$ cat src/rtl/io_pkg.sv
// io_pkg: default address map and elaboration-time helpers for io_port_bank.
package io_pkg;
  localparam int unsigned OUT_BASE = 'hE0;
  localparam int unsigned IN_BASE = 'hF0;
  localparam int unsigned STAT_BASE = 'hDC;
  function automatic int ceil_div(input int a, input int b);
    return (a + b - 1) / b;
  endfunction
  function automatic bit overlaps(input int a, input int a_len, input int b, input int b_len);
    return (a < b + b_len) && (b < a + a_len);
  endfunction
endpackage

$ cat src/rtl/io_sync_edge.sv
// io_sync_edge: two-flop input synchroniser plus a previous-value stage for change detection.
module io_sync_edge #(
  parameter int DATA_W = 8
) (
  input  logic              clk,
  input  logic              reset,
  input  logic [DATA_W-1:0] d,
  output logic [DATA_W-1:0] q,
  output logic              changed
);
  logic [DATA_W-1:0] s1, s2, prev;
  always_ff @(posedge clk or negedge reset)
    if (!reset) begin
      s1 <= '0;
      s2 <= '0;
      prev <= '0;
    end else begin
      s1 <= d;
      s2 <= s1;
      prev <= s2;
    end
  assign q = s2;
  assign changed = s2 != prev;
endmodule

$ cat src/rtl/io_port_bank.sv
// io_port_bank: memory-mapped I/O ports with synchronised inputs, sticky change flags and irq.
module io_port_bank
  import io_pkg::*;
#(
  parameter int          DATA_W = 8,
  parameter int          ADDR_W = 8,
  parameter int          N_PORTS = 16,
  parameter int unsigned OUT_BASE = io_pkg::OUT_BASE,
  parameter int unsigned IN_BASE = io_pkg::IN_BASE,
  parameter int unsigned STAT_BASE = io_pkg::STAT_BASE
) (
  input  logic                      clk,
  input  logic                      reset,
  input  logic [ADDR_W-1:0]         address,
  input  logic [DATA_W-1:0]         data_in,
  input  logic                      write,
  output logic [DATA_W-1:0]         data_out,
  output logic                      hit,
  input  logic [N_PORTS*DATA_W-1:0] port_in,
  output logic [N_PORTS*DATA_W-1:0] port_out,
  output logic                      irq
);
  localparam int NS = ceil_div(N_PORTS, DATA_W);
  localparam int SW = NS * DATA_W;
  localparam logic [SW-1:0] VALID = SW'({N_PORTS{1'b1}});
  if (overlaps(int'(OUT_BASE), N_PORTS, int'(IN_BASE), N_PORTS) ||
      overlaps(int'(OUT_BASE), N_PORTS, int'(STAT_BASE), 2 * NS) ||
      overlaps(int'(IN_BASE), N_PORTS, int'(STAT_BASE), 2 * NS)) begin : g_overlap
    $error("io_port_bank: address regions overlap");
  end
  if (N_PORTS < 1 || N_PORTS > 2 * DATA_W) begin : g_nports
    $error("io_port_bank: N_PORTS out of range");
  end
  if (int'(OUT_BASE) + N_PORTS > 2 ** ADDR_W || int'(IN_BASE) + N_PORTS > 2 ** ADDR_W ||
      int'(STAT_BASE) + 2 * NS > 2 ** ADDR_W) begin : g_range
    $error("io_port_bank: region exceeds address space");
  end
  logic [N_PORTS-1:0][DATA_W-1:0] out_r, out_nx, sync;
  logic [N_PORTS-1:0]             changed;
  logic [SW-1:0]                  chg, ien, ien_nx, clr, set_v;
  logic [DATA_W-1:0]              rd;
  logic                           rd_hit;
  for (genvar i = 0; i < N_PORTS; i++) begin : g_sync
    io_sync_edge #(.DATA_W(DATA_W)) u_sync (
      .clk(clk),
      .reset(reset),
      .d(port_in[i*DATA_W +: DATA_W]),
      .q(sync[i]),
      .changed(changed[i])
    );
  end
  assign set_v = SW'(changed);
  assign port_out = out_r;
  // Read mux always reflects pre-edge state, so a same-cycle write returns the old value.
  always_comb begin
    rd = '0;
    rd_hit = 1'b0;
    out_nx = out_r;
    ien_nx = ien;
    clr = '0;
    for (int k = 0; k < N_PORTS; k++) begin
      if (address == ADDR_W'(OUT_BASE + k)) begin
        rd = out_r[k];
        rd_hit = 1'b1;
        out_nx[k] = write ? data_in : out_r[k];
      end
      if (address == ADDR_W'(IN_BASE + k)) begin
        rd = sync[k];
        rd_hit = 1'b1;
      end
    end
    for (int j = 0; j < NS; j++) begin
      if (address == ADDR_W'(STAT_BASE + j)) begin
        rd = chg[j*DATA_W +: DATA_W];
        rd_hit = 1'b1;
        clr[j*DATA_W +: DATA_W] = write ? data_in : '0;
      end
      if (address == ADDR_W'(STAT_BASE + NS + j)) begin
        rd = ien[j*DATA_W +: DATA_W];
        rd_hit = 1'b1;
        ien_nx[j*DATA_W +: DATA_W] = write ? data_in & VALID[j*DATA_W +: DATA_W] : ien[j*DATA_W +: DATA_W];
      end
    end
  end
  always_ff @(posedge clk or negedge reset)
    if (!reset) begin
      out_r <= '0;
      chg <= '0;
      ien <= '0;
      data_out <= '0;
      hit <= 1'b0;
      irq <= 1'b0;
    end else begin
      out_r <= out_nx;
      ien <= ien_nx;
      chg <= (chg & ~clr) | set_v;
      data_out <= rd;
      hit <= rd_hit;
      irq <= |(chg & ien);
    end
endmodule
$ cat config.mk
export PLATFORM = sky130hd
export DESIGN_NAME = io_port_bank
export DESIGN_NICKNAME = d
export VERILOG_FILES = /design/src/rtl/io_pkg.sv /design/src/rtl/io_sync_edge.sv /design/src/rtl/io_port_bank.sv
export SDC_FILE = /design/constraint.sdc
export NUM_CORES = 1
export LEC_CHECK = 0
export ABC_AREA = 1
export ABC_CLOCK_PERIOD_IN_PS = 2130
export CAP_MARGIN = 20
export CORE_MARGIN = 2
export CORE_UTILIZATION = 50
export CTS_BUF_LIST = sky130_fd_sc_hd__clkbuf_16
export CTS_CLUSTER_DIAMETER = 80
export CTS_CLUSTER_SIZE = 25
export DETAILED_ROUTE_END_ITERATION = 10
export DONT_BUFFER_PORTS = 1
export GPL_TIMING_DRIVEN = 0
export PLACE_DENSITY_LB_ADDON = 0.1
export SLEW_MARGIN = 30
export SYNTH_ARGS = -nofsm -noshare
export SYNTH_HDL_FRONTEND = slang
export SYNTH_SLANG_ARGS = --single-unit
$ cat constraint.sdc
create_clock -name clk -period 2.13 [get_ports clk]
set_input_delay 0.426 -clock clk [delete_from_list [all_inputs] [get_ports clk]]
set_output_delay 0.426 -clock clk [all_outputs]
set_load 0.01 [all_outputs]
=== Yosys cells after proc, flatten, opt, wreduce, memory -nomap -nowiden ===
Cells that the tools add are included.

* Bits in registers: 554
* Bits in latches: 0
* Bits in writable memories: 0
* Bits in read-only memories: 0
* Input bits: 147
* Output and inout port bits: 138
* Logic and storage cells: 220
* Memories kept: 0

* Add/subtract/negate cells: 0
* Multipliers: 0
* Div/mod/pow operators: 0
* Order comparisons: 0
* Eq/ne operators: 52
* Shift operators: 0
* Multiplexer cells: 75
* Bitwise operators: 4
* Reduce and logical (&&, ||, !) cells: 19

{| class="wikitable"
|+ Operators with widths
! operator !! number
|-
| $mux W8 || 39
|-
| $eq A8 B8 Y1 const B || 36
|-
| $ne A8 B8 Y1 || 16
|-
| $mux W1 || 36
|-
| $reduce_and A2 Y1 || 18
|-
| $and A16 B16 Y16 || 2
|-
| $not A16 Y16 || 1
|-
| $or A16 B16 Y16 || 1
|-
| $reduce_or A16 Y1 || 1
|}

=== Depth between registers and ports, before layout ===
* Depth after elaboration: 37
* Mapped depth: 27

=== Hierarchy ===
Synthesis repeated with hierarchy kept, for this count alone.

* Cell total of the unflattened synthesis: 2066
* Area total of the unflattened synthesis: 20631.0 µm²

{| class="wikitable"
|+ Modules (own cells, without submodules)
! module !! instances !! cells an instance !! area an instance (µm²) !! sequential area each (µm²)
|-
| io_sync_edge || 16 || 51 || 726.9 || 600.6
|-
| io_port_bank || 1 || 1250 || 8999.9 || 4254.1
|}

=== Worst setup path before layout ===
OpenSTA, ideal clock, no wires.

* Kind: input to register
* From: in address[6]
* To: reg data_out[4]
* Library setup time: 0.116 ns
* Data arrival time: 2.048 ns
* Setup slack: -0.035 ns
* Stages: 24
* Path buffers: 0
* Path through: nand2_4 -> nor2_8 -> inv_4 -> nor2_8 -> a221oi_1 -> nand2_1 -> nand2_1 -> nand2_1 -> nand2_1 -> nand3_1 -> nand2_1 -> nand3_1 -> nand2_1 -> nand4_1 -> nand2_1 -> nand2_1 -> nand2_1 -> nand3_1 -> nand2_1 -> nand2_1 -> nand2_1 -> nand3_1 -> nand2_1 -> nand2_1

* Word-level cells in the longest chain between the ends: 37

{| class="wikitable"
|+ RTL lines
! item !! RTL line !! text
|-
| start: declaration || io_port_bank.sv:14 || <nowiki>input logic [ADDR_W-1:0] address,</nowiki>
|-
| $eq A8 B8 Y1 || io_port_bank.sv:62 || <nowiki>if (address == ADDR_W'(OUT_BASE + k)) begin</nowiki>
|-
| $mux W8 || io_port_bank.sv:62 ||
|-
| $mux W8 || io_port_bank.sv:67 || <nowiki>if (address == ADDR_W'(IN_BASE + k)) begin</nowiki>
|-
| $mux W8 || io_port_bank.sv:62 ||
|-
| $mux W8 || io_port_bank.sv:67 ||
|-
| $mux W8 || io_port_bank.sv:62 ||
|-
| $mux W8 || io_port_bank.sv:67 ||
|-
| $mux W8 || io_port_bank.sv:62 ||
|-
| [... 22 more ...] || - ||
|-
| $mux W8 || io_port_bank.sv:67 ||
|-
| $mux W8 || io_port_bank.sv:62 ||
|-
| $mux W8 || io_port_bank.sv:67 ||
|-
| $mux W8 || io_port_bank.sv:73 || <nowiki>if (address == ADDR_W'(STAT_BASE + j)) begin</nowiki>
|-
| $mux W8 || io_port_bank.sv:78 || <nowiki>if (address == ADDR_W'(STAT_BASE + NS + j)) begin</nowiki>
|-
| $mux W8 || io_port_bank.sv:73 ||
|-
| $mux W8 * || io_port_bank.sv:78 ||
|-
| net rd[4] || io_port_bank.sv:41 || <nowiki>logic [DATA_W-1:0] rd;</nowiki>
|-
| end signal: assignment || io_port_bank.sv:97 || <nowiki>data_out <= rd;</nowiki>
|-
| end: declaration || io_port_bank.sv:17 || <nowiki>output logic [DATA_W-1:0] data_out,</nowiki>
|}

Mark *: on every way through the listed nets, which the timed path passes. The rest lies on a longest branch.
A chain may end at the register's enable or synchronous reset.

=== Worst setup path in the final report ===
* From: reg out_r, in the netlist port_out[14]
* To: reg data_out[6]

* Word-level cells in the longest chain between the ends: 34

{| class="wikitable"
|+ RTL lines
! item !! RTL line !! text
|-
| start: declaration || io_port_bank.sv:38 || <nowiki>logic [N_PORTS-1:0][DATA_W-1:0] out_r, out_nx, sync;</nowiki>
|-
| start signal: assignment || io_port_bank.sv:94 || <nowiki>out_r <= out_nx;</nowiki>
|-
| $mux W8 || io_port_bank.sv:62 ||
|-
| $mux W8 || io_port_bank.sv:67 ||
|-
| $mux W8 || io_port_bank.sv:62 ||
|-
| $mux W8 || io_port_bank.sv:67 ||
|-
| $mux W8 || io_port_bank.sv:62 ||
|-
| $mux W8 || io_port_bank.sv:67 ||
|-
| $mux W8 || io_port_bank.sv:62 ||
|-
| $mux W8 || io_port_bank.sv:67 ||
|-
| [... 19 more ...] || - ||
|-
| $mux W8 || io_port_bank.sv:67 ||
|-
| $mux W8 || io_port_bank.sv:62 ||
|-
| $mux W8 || io_port_bank.sv:67 ||
|-
| $mux W8 || io_port_bank.sv:73 ||
|-
| $mux W8 || io_port_bank.sv:78 ||
|-
| $mux W8 || io_port_bank.sv:73 ||
|-
| $mux W8 || io_port_bank.sv:78 ||
|-
| net rd[6] || io_port_bank.sv:41 ||
|}

The timed path passes the listed nets, and every way through them passes these cells.

==> flow_summary_export.csv <==
group,metric,value,unit
global_route,grt_overflow,0,
placement,dp_slack,-1230,ps
power,power_frac_seq,0.619,
synth,synthTopCellsByArea,"dfrtp_1 (69%), nand2_1 (7.8%), o21ai_0 (5.1%), xor2_1 (4.7%), inv_1 (1.7%)",
synth,synth_area,0.0200,mm^2
power,p_int,14.2,mW
layout,drive_gt1_frac,0.107,
floorplan,rows,73,
synth,synth_area_per_cell,11.3,um^2
sta,final.setup.tns,-4090,ps
run_status,violations,"hold timing, slew limit, setup timing",
sta,tightest_slew,2340,ps
synth,seq_area_frac_synth,0.693,
power,ir_drop,733,uV
sta,finalWorstSetupSlack,-599,ps
sta,fmax,366,MHz
global_route,grt_pass1_vias,13400,
clock_network,numCtsBuffers,29,
setup_path,critPathKind,"reg2reg",
placement,hpwl,41100,um
power,p_clk_frac,0.336,
synth,synth_edf_count,0,
global_route,gr-usage-all-layers,0.276,
synth,postSynth.asyncResetShare,1.00,
job,maxCapViolations,0,
sta,holdWs,-480,ps
layout,antennaDiodeCount,0,
routing,drtIter0Drc,1226,
setup_path,crit_family,"simple AND/OR/NAND/NOR gates",
routing,viasPerCell,5.44,
power,p_leak,10.3,nW
routing,drt_pass1_iterations,5,
floorplan,start_util,0.505,
synth,synth_ff_type,"dfrtp_1",
layout,fin_util,0.585,
setup_path,crit_start,"port_out[14]",
setup_path,critPathMaxStageDelay,470,ps
sta,fin_skew,30.2,ps
routing,wl,56800,um
synth,ys_warn_count,0,
routing,drtAntennaViolNets,0,
floorplan,die_w,204,um
synth,syn-instance-count,1767,
layout,areaGrowthSynthToFinish,15.8,%
layout,layout_commonest_cell,"dfrtp_1",
floorplan,coreArea,0.0396,mm^2
run_status,outcome,"finished with violations",
routing,vias,13400,
clock_network,clockBufferDepth,3,
setup_path,path_cells,"nand3_2, nand3_2, nor2_2, nand2_1, nand2_2, nand4_1, nand2_1, nand2_2, nand2_2, nand4_1, nand2_1, nand4_1, nand2_1, nand4_1, nand2_2, nand4_1, nand2_1, nand4_1, nand2_1, nand3_2",
floorplan,die_h,204,um
global_route,grt_max_degree,555,
setup_path,worst-path-buf-inv,0,
synth,synth.largest_area_cell,"dfrtp_1",
routing,wl_per_cell,23.0,um
synth,yosysTopAreaCellShare,0.693,
clock_network,cts_tree,"yes",
setup_path,r2r_start,"port_out[14]",
synth,synth_cell_types,39,
placement,io_buffers,0,
floorplan,fp.dieArea,0.0416,mm^2
placement,gp_congestion,0.994,
layout,mostFrequentLayoutCells,"dfrtp_1 (540), nand2_1 (391), o21ai_0 (196)",
global_route,grt_pass1_wl,84500,um
synth,synth.ff_latch_count,554,
power,comb_power_share,0.045,
setup_path,cp-end-kind,"flip-flop",
sta,hold_violations,402,
routing,drc,0,
power,power_switching,4.42,mW
setup_path,worst-endpoint-arrival,3210,ps
setup_path,startpoint_type,"flip-flop",
synth,syn_nets,1914,
power,p_sw_frac,0.237,
clock_network,clk_latency,620,ps
layout,num-nets-final,2076,
power,cellPowerDensity,804,mW/mm^2
sta,grt_setup_unrepaired,"yes",
sta,min_period,2730,ps
setup_path,cp_slowest_cell,"dfrtp_2",
clock_network,root_buffer,"clkbuf_16",
setup_path,cp_max_fo,3,
worst_hold_path,hold_path.class,"in2async",
sta,fin_crit_sh,1.28,
clock_network,clk_pin_slew_worst_paths,90,ps
clock_network,postCtsHoldBufs,128,
sta,relSlewSlack,-0.557,
global_route,grt_antenna_before_repair,0,
sta,finalSetupViolCount,8,
setup_path,worstPathRequired,2610,ps
sta,maxSlewViolCount,312,
clock_network,clock-sinks,554,
clock_network,h-tree-depth,1,
floorplan,io_pins,285,
## layer usage
metal  share of wire  track usage  routed length (um)  vias to the layer above
met1            0.39        0.350               22000                     6724
met5               0            0                   0                        -
met3           0.083       0.0679                4740                      113
met4           0.042       0.0989                2370                        0
li1                -            -                   -                     6084
met2            0.49        0.465               27800                      502
## flip-flops by register name, indices dropped and copies added (netlist names)
| signal | flops |
|---|---|
| chg | 16 |
| data_out | 8 |
| g_sync.u_sync.prev | 128 |
| g_sync.u_sync.s1 | 128 |
| hit | 1 |
| ien | 16 |
| irq | 1 |
| port_out | 128 |
| g_sync.u_sync.q | 128 |
## final cells by class
class | count | area (um^2)
fillers | 3282 | 16500
flip-flops and latches | 554 | 13900
multi-input cells | 1065 | 5840
repair buffers | 131 | 1300
clock buffers | 29 | 726
well taps | 525 | 657
inverters | 109 | 417
clock inverters | 15 | 186
plain buffers | 39 | 169
## metrics by stage
| stage | instance area [um^2] | hold slack, ps | cells | power, mW |
|---|---|---|---|---|
| 4_1_cts | 23100 | -509 | 2464 | 18.8 |
| 6_report | 23200 | -480 | 2467 | 18.6 |
| 3_5_place_dp | 20700 | 148 | 2292 | 12.4 |
| 2_1_floorplan | 20000 | 130 | 1767 | 12.0 |
| 5_1_grt | 23200 | -507 | 2467 | 19.3 |
| 3_3_place_gp | 20700 | 141 | 2292 | 12.4 |
## power groups by stage
stage | sequential [mW] | combinational (mW) | clock (mW)
final | 11.5 | 0.848 | 6.25
after global routing | 11.6 | 0.933 | 6.79
after CTS | 11.5 | 0.837 | 6.38
after detailed placement | 11.7 | 0.636 | 0
after global placement | 11.7 | 0.621 | 0
after floorplan | 11.5 | 0.444 | 0
## kinds of logic after synthesis
kind of cell / Yosys count / synth area share
compound gates: 260 / 0.0720
simple gates: 689 / 0.156
flops: 554 / 0.693
buf+inv: 148 / 0.0288
xor+xnor: 116 / 0.0508
## cells in the mapped netlist (2+ instances only)
cell      number
xnor2_1        8
o21ai_2        2
or2_2         27
clkbuf_1      32
nor2_2         7
or2_0          2
nor3_1         8
o22ai_1        2
nand2_1      416
a22oi_1        4
dfrtp_1      554
a21oi_1       16
nor2_4         5
nand2_2        6
nand2_4        5
nand4_1       53
a22o_1         5
inv_4          2
nor2_1        84
buf_2          4
nand3_1       46
xor2_1       108
inv_1         92
nor4_1        24
o21ai_0      202
o21ai_1        2
a221oi_1      21
inv_2         15
nor2_8         5
## repair_timing
item                                    CTS  global route
endpoints found under the setup margin   13            12
gates resized for setup                  54            36
endpoints found under the hold margin   682           554
setup buffers                             0             3
pin swaps                                36            29
## path summary, 6_finish.rpt
path / endpoint / slack (ps) / depth (start not counted)
min: g_sync[15].u_sync.s1[7] / -480 / 0
max reg2reg: data_out[6] / -600 / 20
max in group asynchronous: g_sync[14].u_sync.prev[6] / 770 / 0
min reg2reg: g_sync[0].u_sync.q[0] / 350 / 0
min in group clk: chg[8] / 70 / 3
max: data_out[6] / -600 / 20
## worst register-to-register path, stage by stage, from the launching register on
cell	delay [ps]
dfrtp_2	470
nand3_2	110
nand3_2	100
nor2_2	120
nand2_1	90
nand2_2	80
nand4_1	130
nand2_1	110
nand2_2	60
nand2_2	60
nand4_1	130
nand2_1	120
nand4_1	130
nand2_1	120
nand4_1	150
nand2_2	120
nand4_1	120
nand2_1	130
nand4_1	90
nand2_1	80
nand3_2	80
No activity file was read; power rests on OpenSTA's default activity.
